===== src/rtl/ex_stage.sv =====
// MIPS execute stage: ALU, branch target, destination select, EX/MEM register.
// Define EX_MULT_EN to build the iterative signed multiplier with HI/LO and front-end stall.
module ex_stage (
  input  logic        clk,
  input  logic        reset,
  input  logic        RegDstIN,
  input  logic        BranchIN,
  input  logic        MemReadIN,
  input  logic        MemtoRegIN,
  input  logic        MemWriteIN,
  input  logic        ALUSrcIN,
  input  logic        RegWriteIN,
  input  logic [1:0]  ALUOpIN,
  input  logic [31:0] nextPcIN,
  input  logic [31:0] readData1IN,
  input  logic [31:0] readData2IN,
  input  logic [31:0] signExtIN,
  input  logic [4:0]  ins20_16IN,
  input  logic [4:0]  ins15_11IN,
  output logic        BranchOUT,
  output logic        MemReadOUT,
  output logic        MemtoRegOUT,
  output logic        MemWriteOUT,
  output logic        RegWriteOUT,
  output logic        zeroOUT,
  output logic [31:0] aluResultOUT,
  output logic [31:0] writeDataOUT,
  output logic [31:0] branchTargetOUT,
  output logic [4:0]  writeRegOUT,
  output logic        stallOUT
);

  localparam logic [5:0] F_ADD  = 6'h20;
  localparam logic [5:0] F_SUB  = 6'h22;
  localparam logic [5:0] F_AND  = 6'h24;
  localparam logic [5:0] F_OR   = 6'h25;
  localparam logic [5:0] F_NOR  = 6'h27;
  localparam logic [5:0] F_SLT  = 6'h2A;
  localparam logic [5:0] F_MFHI = 6'h10;
  localparam logic [5:0] F_MFLO = 6'h12;
  localparam logic [5:0] F_MULT = 6'h18;

  logic [31:0] op_a;
  logic [31:0] op_b;
  logic [5:0]  funct;
  logic [31:0] alu_res;
  logic        is_mult;
  logic        is_mfx;
  logic        bubble;
  logic        kill_rw;

  assign op_a  = readData1IN;
  assign op_b  = ALUSrcIN ? signExtIN : readData2IN;
  assign funct = signExtIN[5:0];

  assign is_mult = (ALUOpIN == 2'b10) && (funct == F_MULT);
  assign is_mfx  = (ALUOpIN == 2'b10) && ((funct == F_MFHI) || (funct == F_MFLO));

`ifdef EX_MULT_EN
  typedef enum logic [1:0] {IDLE, BUSY, DONE} mstate_t;

  mstate_t     state;
  logic [31:0] a_mag;
  logic [31:0] b_mag;
  logic        neg;
  logic [63:0] acc;
  logic [4:0]  cnt;
  logic [31:0] hi;
  logic [31:0] lo;

  assign stallOUT = !reset && (((state == IDLE) && is_mult) || (state == BUSY));
  // MULT never writes a register, so it leaves EX as a bubble even in DONE.
  assign bubble   = stallOUT || is_mult;
  assign kill_rw  = 1'b0;

  always_ff @(posedge clk) begin
    if (reset) begin
      state <= IDLE;
      a_mag <= 32'd0;
      b_mag <= 32'd0;
      neg   <= 1'b0;
      acc   <= 64'd0;
      cnt   <= 5'd0;
      hi    <= 32'd0;
      lo    <= 32'd0;
    end else begin
      case (state)
        IDLE: begin
          if (is_mult) begin
            a_mag <= op_a[31] ? -op_a : op_a;
            b_mag <= op_b[31] ? -op_b : op_b;
            neg   <= op_a[31] ^ op_b[31];
            acc   <= 64'd0;
            cnt   <= 5'd0;
            state <= BUSY;
          end
        end
        BUSY: begin
          if (b_mag[cnt])
            acc <= acc + ({32'd0, a_mag} << cnt);
          cnt <= cnt + 5'd1;
          if (cnt == 5'd31)
            state <= DONE;
        end
        DONE: begin
          {hi, lo} <= neg ? -acc : acc;
          state    <= IDLE;
        end
        default: state <= IDLE;
      endcase
    end
  end
`else
  assign stallOUT = 1'b0;
  assign bubble   = 1'b0;
  // Without the multiplier these functs must not write a garbage zero into rd.
  assign kill_rw  = is_mult || is_mfx;
`endif

  always_comb begin
    alu_res = 32'd0;
    case (ALUOpIN)
      2'b00: alu_res = op_a + op_b;
      2'b01: alu_res = op_a - op_b;
      2'b11: alu_res = op_a | op_b;
      default: begin
        case (funct)
          F_ADD:  alu_res = op_a + op_b;
          F_SUB:  alu_res = op_a - op_b;
          F_AND:  alu_res = op_a & op_b;
          F_OR:   alu_res = op_a | op_b;
          F_NOR:  alu_res = ~(op_a | op_b);
          F_SLT:  alu_res = {31'd0, ($signed(op_a) < $signed(op_b))};
`ifdef EX_MULT_EN
          F_MFHI: alu_res = hi;
          F_MFLO: alu_res = lo;
`endif
          default: alu_res = 32'd0;
        endcase
      end
    endcase
  end

  always_ff @(posedge clk) begin
    if (reset) begin
      BranchOUT       <= 1'b0;
      MemReadOUT      <= 1'b0;
      MemtoRegOUT     <= 1'b0;
      MemWriteOUT     <= 1'b0;
      RegWriteOUT     <= 1'b0;
      zeroOUT         <= 1'b0;
      aluResultOUT    <= 32'd0;
      writeDataOUT    <= 32'd0;
      branchTargetOUT <= 32'd0;
      writeRegOUT     <= 5'd0;
    end else if (bubble) begin
      BranchOUT   <= 1'b0;
      MemReadOUT  <= 1'b0;
      MemtoRegOUT <= 1'b0;
      MemWriteOUT <= 1'b0;
      RegWriteOUT <= 1'b0;
    end else begin
      BranchOUT       <= BranchIN;
      MemReadOUT      <= MemReadIN;
      MemtoRegOUT     <= MemtoRegIN;
      MemWriteOUT     <= MemWriteIN;
      RegWriteOUT     <= RegWriteIN && !kill_rw;
      zeroOUT         <= (alu_res == 32'd0);
      aluResultOUT    <= alu_res;
      writeDataOUT    <= readData2IN;
      branchTargetOUT <= nextPcIN + {signExtIN[29:0], 2'b00};
      writeRegOUT     <= RegDstIN ? ins15_11IN : ins20_16IN;
    end
  end

endmodule


===== config.mk =====
export PLATFORM = sky130hd
export DESIGN_NAME = ex_stage
export DESIGN_NICKNAME = d
export VERILOG_FILES = /design/src/rtl/ex_stage.sv
export SDC_FILE = /design/constraint.sdc
export NUM_CORES = 1
export LEC_CHECK = 0
export ABC_CLOCK_PERIOD_IN_PS = 6800
export BUFFER_PORTS_ARGS = -buffer_cell sky130_fd_sc_hd__clkbuf_2
export CORE_MARGIN = 10
export CORE_UTILIZATION = 35
export DETAILED_ROUTE_END_ITERATION = 12
export PLACE_DENSITY_LB_ADDON = 0.15
export REMOVE_ABC_BUFFERS = 1
export SYNTH_ARGS = -nofsm -noshare
export SYNTH_HDL_FRONTEND = slang
export SYNTH_SLANG_ARGS = --single-unit
export TNS_END_PERCENT = 30

===== constraint.sdc =====
create_clock -name clk -period 6.8 [get_ports clk]
set_input_delay 1.36 -clock clk [delete_from_list [all_inputs] [get_ports clk]]
set_output_delay 1.36 -clock clk [all_outputs]
set_load 0.05 [all_outputs]

Word-level counts from Yosys, hierarchy flattened
Cells that the tools add are included.
{ "totals": {"out_inout_bits": 108, "register_bits": 107} }
{ "op_classes": {"n_reduce_logical": 8, "n_mux": 4, "addsub": 3, "n_eq_ne": 12, "order_cmp": 1, "bitwise_logic": 3} }
{ "op_table": {"columns": ["operator", "n"], "rows": [
  ["case mux 32 bit (6 select lines)", 1],
  ["case mux 32 bit (3 select lines)", 1],
  ["adder 32 bit", 2],
  ["== test 6 bit (second input constant)", 6],
  ["AND 32 bit", 1],
  ["zero test 32 bit", 1],
  ["less-than comparator 32 bit", 1],
  ["two-way mux 32 bit", 1],
  ["inverter 32 bit", 1],
  ["OR 32 bit", 1],
  ["subtractor 32 bit", 1],
  ["== test 6 x 5 -> 1 bit (second input constant)", 3],
  ["two-way mux 5 bit", 1],
  ["== test 2 bit (second input constant)", 2],
  ["logical AND 1 bit", 3],
  ["== test 2 x 1 -> 1 bit (second input constant)", 1],
  ["zero test 2 bit", 1],
  ["logical OR 1 bit", 2],
  ["zero test 1 bit", 1]
]} }

Longest topological paths before layout
{ "logic_depth": {"ltp_word": 6, "ltp_mapped": 19, "mapped_depth_nobuf": 17} }

Worst setup path before layout
OpenSTA, ideal clock, no wires.
{ "synth_path": {"kind": "input-to-reg", "from": "input ALUSrcIN", "to": "register zeroOUT", "t_arrival_ns": 5.682, "path_stages": 18, "path_slack_ns": 1.057, "t_required_ns": 6.739, "cell_sequence": "clkbuf_1 buf_1 mux2i_1 inv_1 ha_1 fa_1 a211oi_2 o21ai_4 o21ai_2 o221ai_1 a222oi_1 nor2_1 or4b_1 or4_1 nor4_1 nand4_1 nor4_1 and4_1"} }
{ "synth_via": {"elab_chain_cells": 6, "word_cells_on_any_way": 10, "classes_between": "2 x add/sub; 1 x order compare; 3 x mux; 3 x bitwise; 1 x reduce/logical"} }
{ "synth_lines": {"columns": ["item", "line", "text"], "rows": [
  ["start, declared", "11", "input logic ALUSrcIN,"],
  ["two-way mux 32 bit (*)", "53", "assign op_b = ALUSrcIN ? signExtIN : readData2IN;"],
  ["parallel branches: the longest is 3 deep, another holds subtractor 32 bit", null, null],
  ["case mux 32 bit (3 select lines) (*)", "122", "case (ALUOpIN)"],
  ["zero test 32 bit (*)", "168", "zeroOUT <= (alu_res == 32'd0);"],
  ["end signal, assigned", "168", null],
  ["end, declared", "25", "output logic zeroOUT,"]
]} }
Mark *: on every way between the ends.
A chain may end at the register's enable or synchronous reset.

Worst setup path after layout
Ends and elaborated chain as after synthesis.

==> flow_summary.yaml <==
logic_synthesis:
  netlist.area_leader.share_pct: 19.4
  synth_flop_cell: "sky130_fd_sc_hd__dfxtp_1"
  average_instance_area_after_synthesis_um2: 7.52
  synth_sequential_area_ratio_pct: 19.4
  synth.top_cells.by_area: "sky130_fd_sc_hd__dfxtp_1 (19%), sky130_fd_sc_hd__ha_1 (15%), sky130_fd_sc_hd__nor2_1 (5.8%)"
  synth.ff_latch_count: 107
  synth_enable_flop_cells: 0
  distinct_cell_type_count_after_synthesis: 88
  synth_top_area_cell: "sky130_fd_sc_hd__dfxtp_1"
  ys.warnings.count: 0
  post_synth_instance_area_mm2: 0.0111
  synth-async-reset-ratio_pct: 0
  post_synth_inst_count: 1470
sta:
  report.final.slew_viol_count: 0
  finalWorstPathRequiredPeriod_ns: 6.01
  finalSetupTns_ns: 0
  finalSetupViolations: 0
  slew_headroom_pct: 22.0
  final-hold-violation-count: 0
  min_period_over_period_pct: 88.3
  worst_pin_slew_ns: 1.17
  max_clock_freq_ghz: 0.167
  rsz0062_at_grt: "false"
power:
  power.ir.vdd_worst_v: 0.000128
  power_density_mw_per_mm2: 194
  leakage_nw: 6.11
cts:
  cts_root_buf: "sky130_fd_sc_hd__clkbuf_16"
  clk_pin_slew_worst_paths_ns: 0.08
  cts_num_sinks: 107
  tritoncts_clock_tree: "done"
  maximum_clock_insertion_buffer_count: 2
  ctsResizeCount: 0
  h_tree_depth: 3
  numCtsBuffers: 9
  hold_buffers: 0
  cts_setup_buffers: 0
final_layout:
  antenna_cells_inserted: 0
  post-route-cell-area_mm2: 0.0131
  layout.cells.most_common: "sky130_fd_sc_hd__clkbuf_2"
  layout-drive-gt1-share_pct: 20.0
  layout.cells.most_common_list: "sky130_fd_sc_hd__clkbuf_2 (254), sky130_fd_sc_hd__nor2_1 (170), sky130_fd_sc_hd__ha_1 (131), sky130_fd_sc_hd__inv_1 (110), sky130_fd_sc_hd__dfxtp_1 (107)"
  nNetsFinal: 1966
  synthToLayoutAreaGrowth_pct: 18.1
  post-route-util_pct: 41.6
global_routing:
  grt_first_pass_wirelength_um: 68800
  global_route.overflow_total: 0
  via_count_of_the_first_global_routing_pass: 11577
  groute.usage.overall_pct: 22.6
  antenna_found_initial: 1
  grt_max_degree: 61
min_path:
  hold_depth: 2
  hold_path.startpoint: "nextPcIN[1]"
  timing.hold.worst.class: "primary input to register"
  worstHoldEndpoint: "branchTargetOUT[1]$_SDFF_PP0_"
critical_path:
  critical_path.endpoint_type: "register"
  path_class: "primary input to register"
  critical_path_arrival_ns: 6.34
  cp-start-kind: "primary input"
  cp_data_required_time_ns: 7.13
  critical_path.max_fanout: 11
floorplan:
  width_of_the_die_um: 198
  placeableCoreArea_mm2: 0.0314
  io-pin-count: 257
  row_count: 65
  die-area_mm2: 0.0391
  initial_core_utilization_pct: 35.2
  dieHeight_um: 198
drt:
  drt-vias-per-instance: 5.73
  drt_pass1_iterations: 5
  route.antenna.remaining_nets: 0
  wl_um: 45700
  routedWlPerCell_um: 21.9
  vias: 11966
  detail_route.iter0.violations: 925
  drc_markers: 0
placement:
  dpl.hpwl_um: 35600
  place_area_mm2: 0.0127
  portBuffers: 255
  globalplace.congestion: 0.996
outcome:
  outcome: "finished clean"
flow_run:
  cap_viol_max_count: 0
-- stage by stage --
step	std cells	total power [W]	setup WS [ns]	hold WS, ns
after floorplan	1386	0.00158	1.53	1.43
after global placement	2074	0.00195	0.773	1.57
after detailed placement	2074	0.00195	0.565	1.57
after CTS	2090	0.00255	0.984	1.15
after global routing	2090	0.00267	0.553	1.17
final	2090	0.00253	0.795	1.17
-- worst max path at each step --
stage               slack, ns         start            endpoint  cells after the start
CTS                      0.98      ALUSrcIN  zeroOUT$_SDFF_PP0_                     17
finish                   0.79      ALUSrcIN  zeroOUT$_SDFF_PP0_                     16
global route             0.55      ALUSrcIN  zeroOUT$_SDFF_PP0_                     17
detailed placement       0.57      ALUSrcIN  zeroOUT$_SDFF_PP0_                     17
floorplan                1.53  signExtIN[4]  zeroOUT$_SDFF_PP0_                      9
global placement         0.77      ALUSrcIN  zeroOUT$_SDFF_PP0_                     16
-- synth_stat cells (13+ instances only) --
library cell	n
sky130_fd_sc_hd__clkbuf_1	59
sky130_fd_sc_hd__nor2b_1	61
sky130_fd_sc_hd__a31oi_1	14
sky130_fd_sc_hd__a21oi_1	106
sky130_fd_sc_hd__ha_1	131
sky130_fd_sc_hd__xor2_1	14
sky130_fd_sc_hd__o22ai_1	14
sky130_fd_sc_hd__a21o_1	27
sky130_fd_sc_hd__nor2_1	171
sky130_fd_sc_hd__o21ai_0	66
sky130_fd_sc_hd__o21bai_1	14
sky130_fd_sc_hd__mux2i_1	48
sky130_fd_sc_hd__inv_1	110
sky130_fd_sc_hd__a211oi_1	14
sky130_fd_sc_hd__nor3_1	41
sky130_fd_sc_hd__a221oi_1	24
sky130_fd_sc_hd__nand2_1	84
sky130_fd_sc_hd__nand3_1	34
sky130_fd_sc_hd__o211ai_1	13
sky130_fd_sc_hd__xnor2_1	47
sky130_fd_sc_hd__o221ai_1	16
sky130_fd_sc_hd__dfxtp_1	107
-- layout make-up --
type	instances	area, µm²
fillers	3273	18300
flip-flops and latches	107	2140
repair buffers	286	1510
inverters	112	420
clock inverters	6	70.1
multi-input cells	1167	8160
well taps	402	503
clock buffers	10	239
-- critical path: stages --
cell and delay, ns:
sky130_fd_sc_hd__clkbuf_2 0.24, sky130_fd_sc_hd__buf_4 0.28, sky130_fd_sc_hd__mux2i_1 0.31, sky130_fd_sc_hd__ha_1 0.44, sky130_fd_sc_hd__nor2_1 0.25, sky130_fd_sc_hd__o21ai_1 0.13
sky130_fd_sc_hd__a21oi_1 0.43, sky130_fd_sc_hd__o21ai_0 0.25, sky130_fd_sc_hd__a21o_1 0.28, sky130_fd_sc_hd__o311ai_0 0.38, sky130_fd_sc_hd__xnor2_1 0.18, sky130_fd_sc_hd__nor2_1 0.06
sky130_fd_sc_hd__a2111oi_0 0.85, sky130_fd_sc_hd__nand4_1 0.26, sky130_fd_sc_hd__nor4_1 0.39, sky130_fd_sc_hd__and4_1 0.24
-- cell families after synthesis --
kind of cell,count (synthesis),synth area share (%)
xor+xnor,61,4.83
mux,49,4.45
other cells,1,0.0339
compound gates,442,27.9
fa+ha+maj,134,15.4
simple gates,480,21.0
flops,107,19.4
buf+inv,196,6.99
-- sequential cells by signal (all words and copies together), names as in the netlist, 5 cells and up --
| register | cells |
|---|---|
| branchTargetOUT | 32 |
| writeDataOUT | 32 |
| aluResultOUT | 32 |
| writeRegOUT | 5 |
-- layer usage --
metal	GRT usage (%)	up-vias	part of all wire, %
met5	0	-	0.015
met1	30.1	5606	45
met3	4.38	89	7.7
li1	-	5729	-
met2	34.9	540	44
met4	9.51	2	3.3
-- where the power goes --
part           switching [W]  total (W)  internal, W
Sequential         0.0000154   0.000702     0.000687
Combinational       0.000844    0.00125     0.000411
Clock               0.000274   0.000573     0.000299
(Power assumes the default switching activity.)
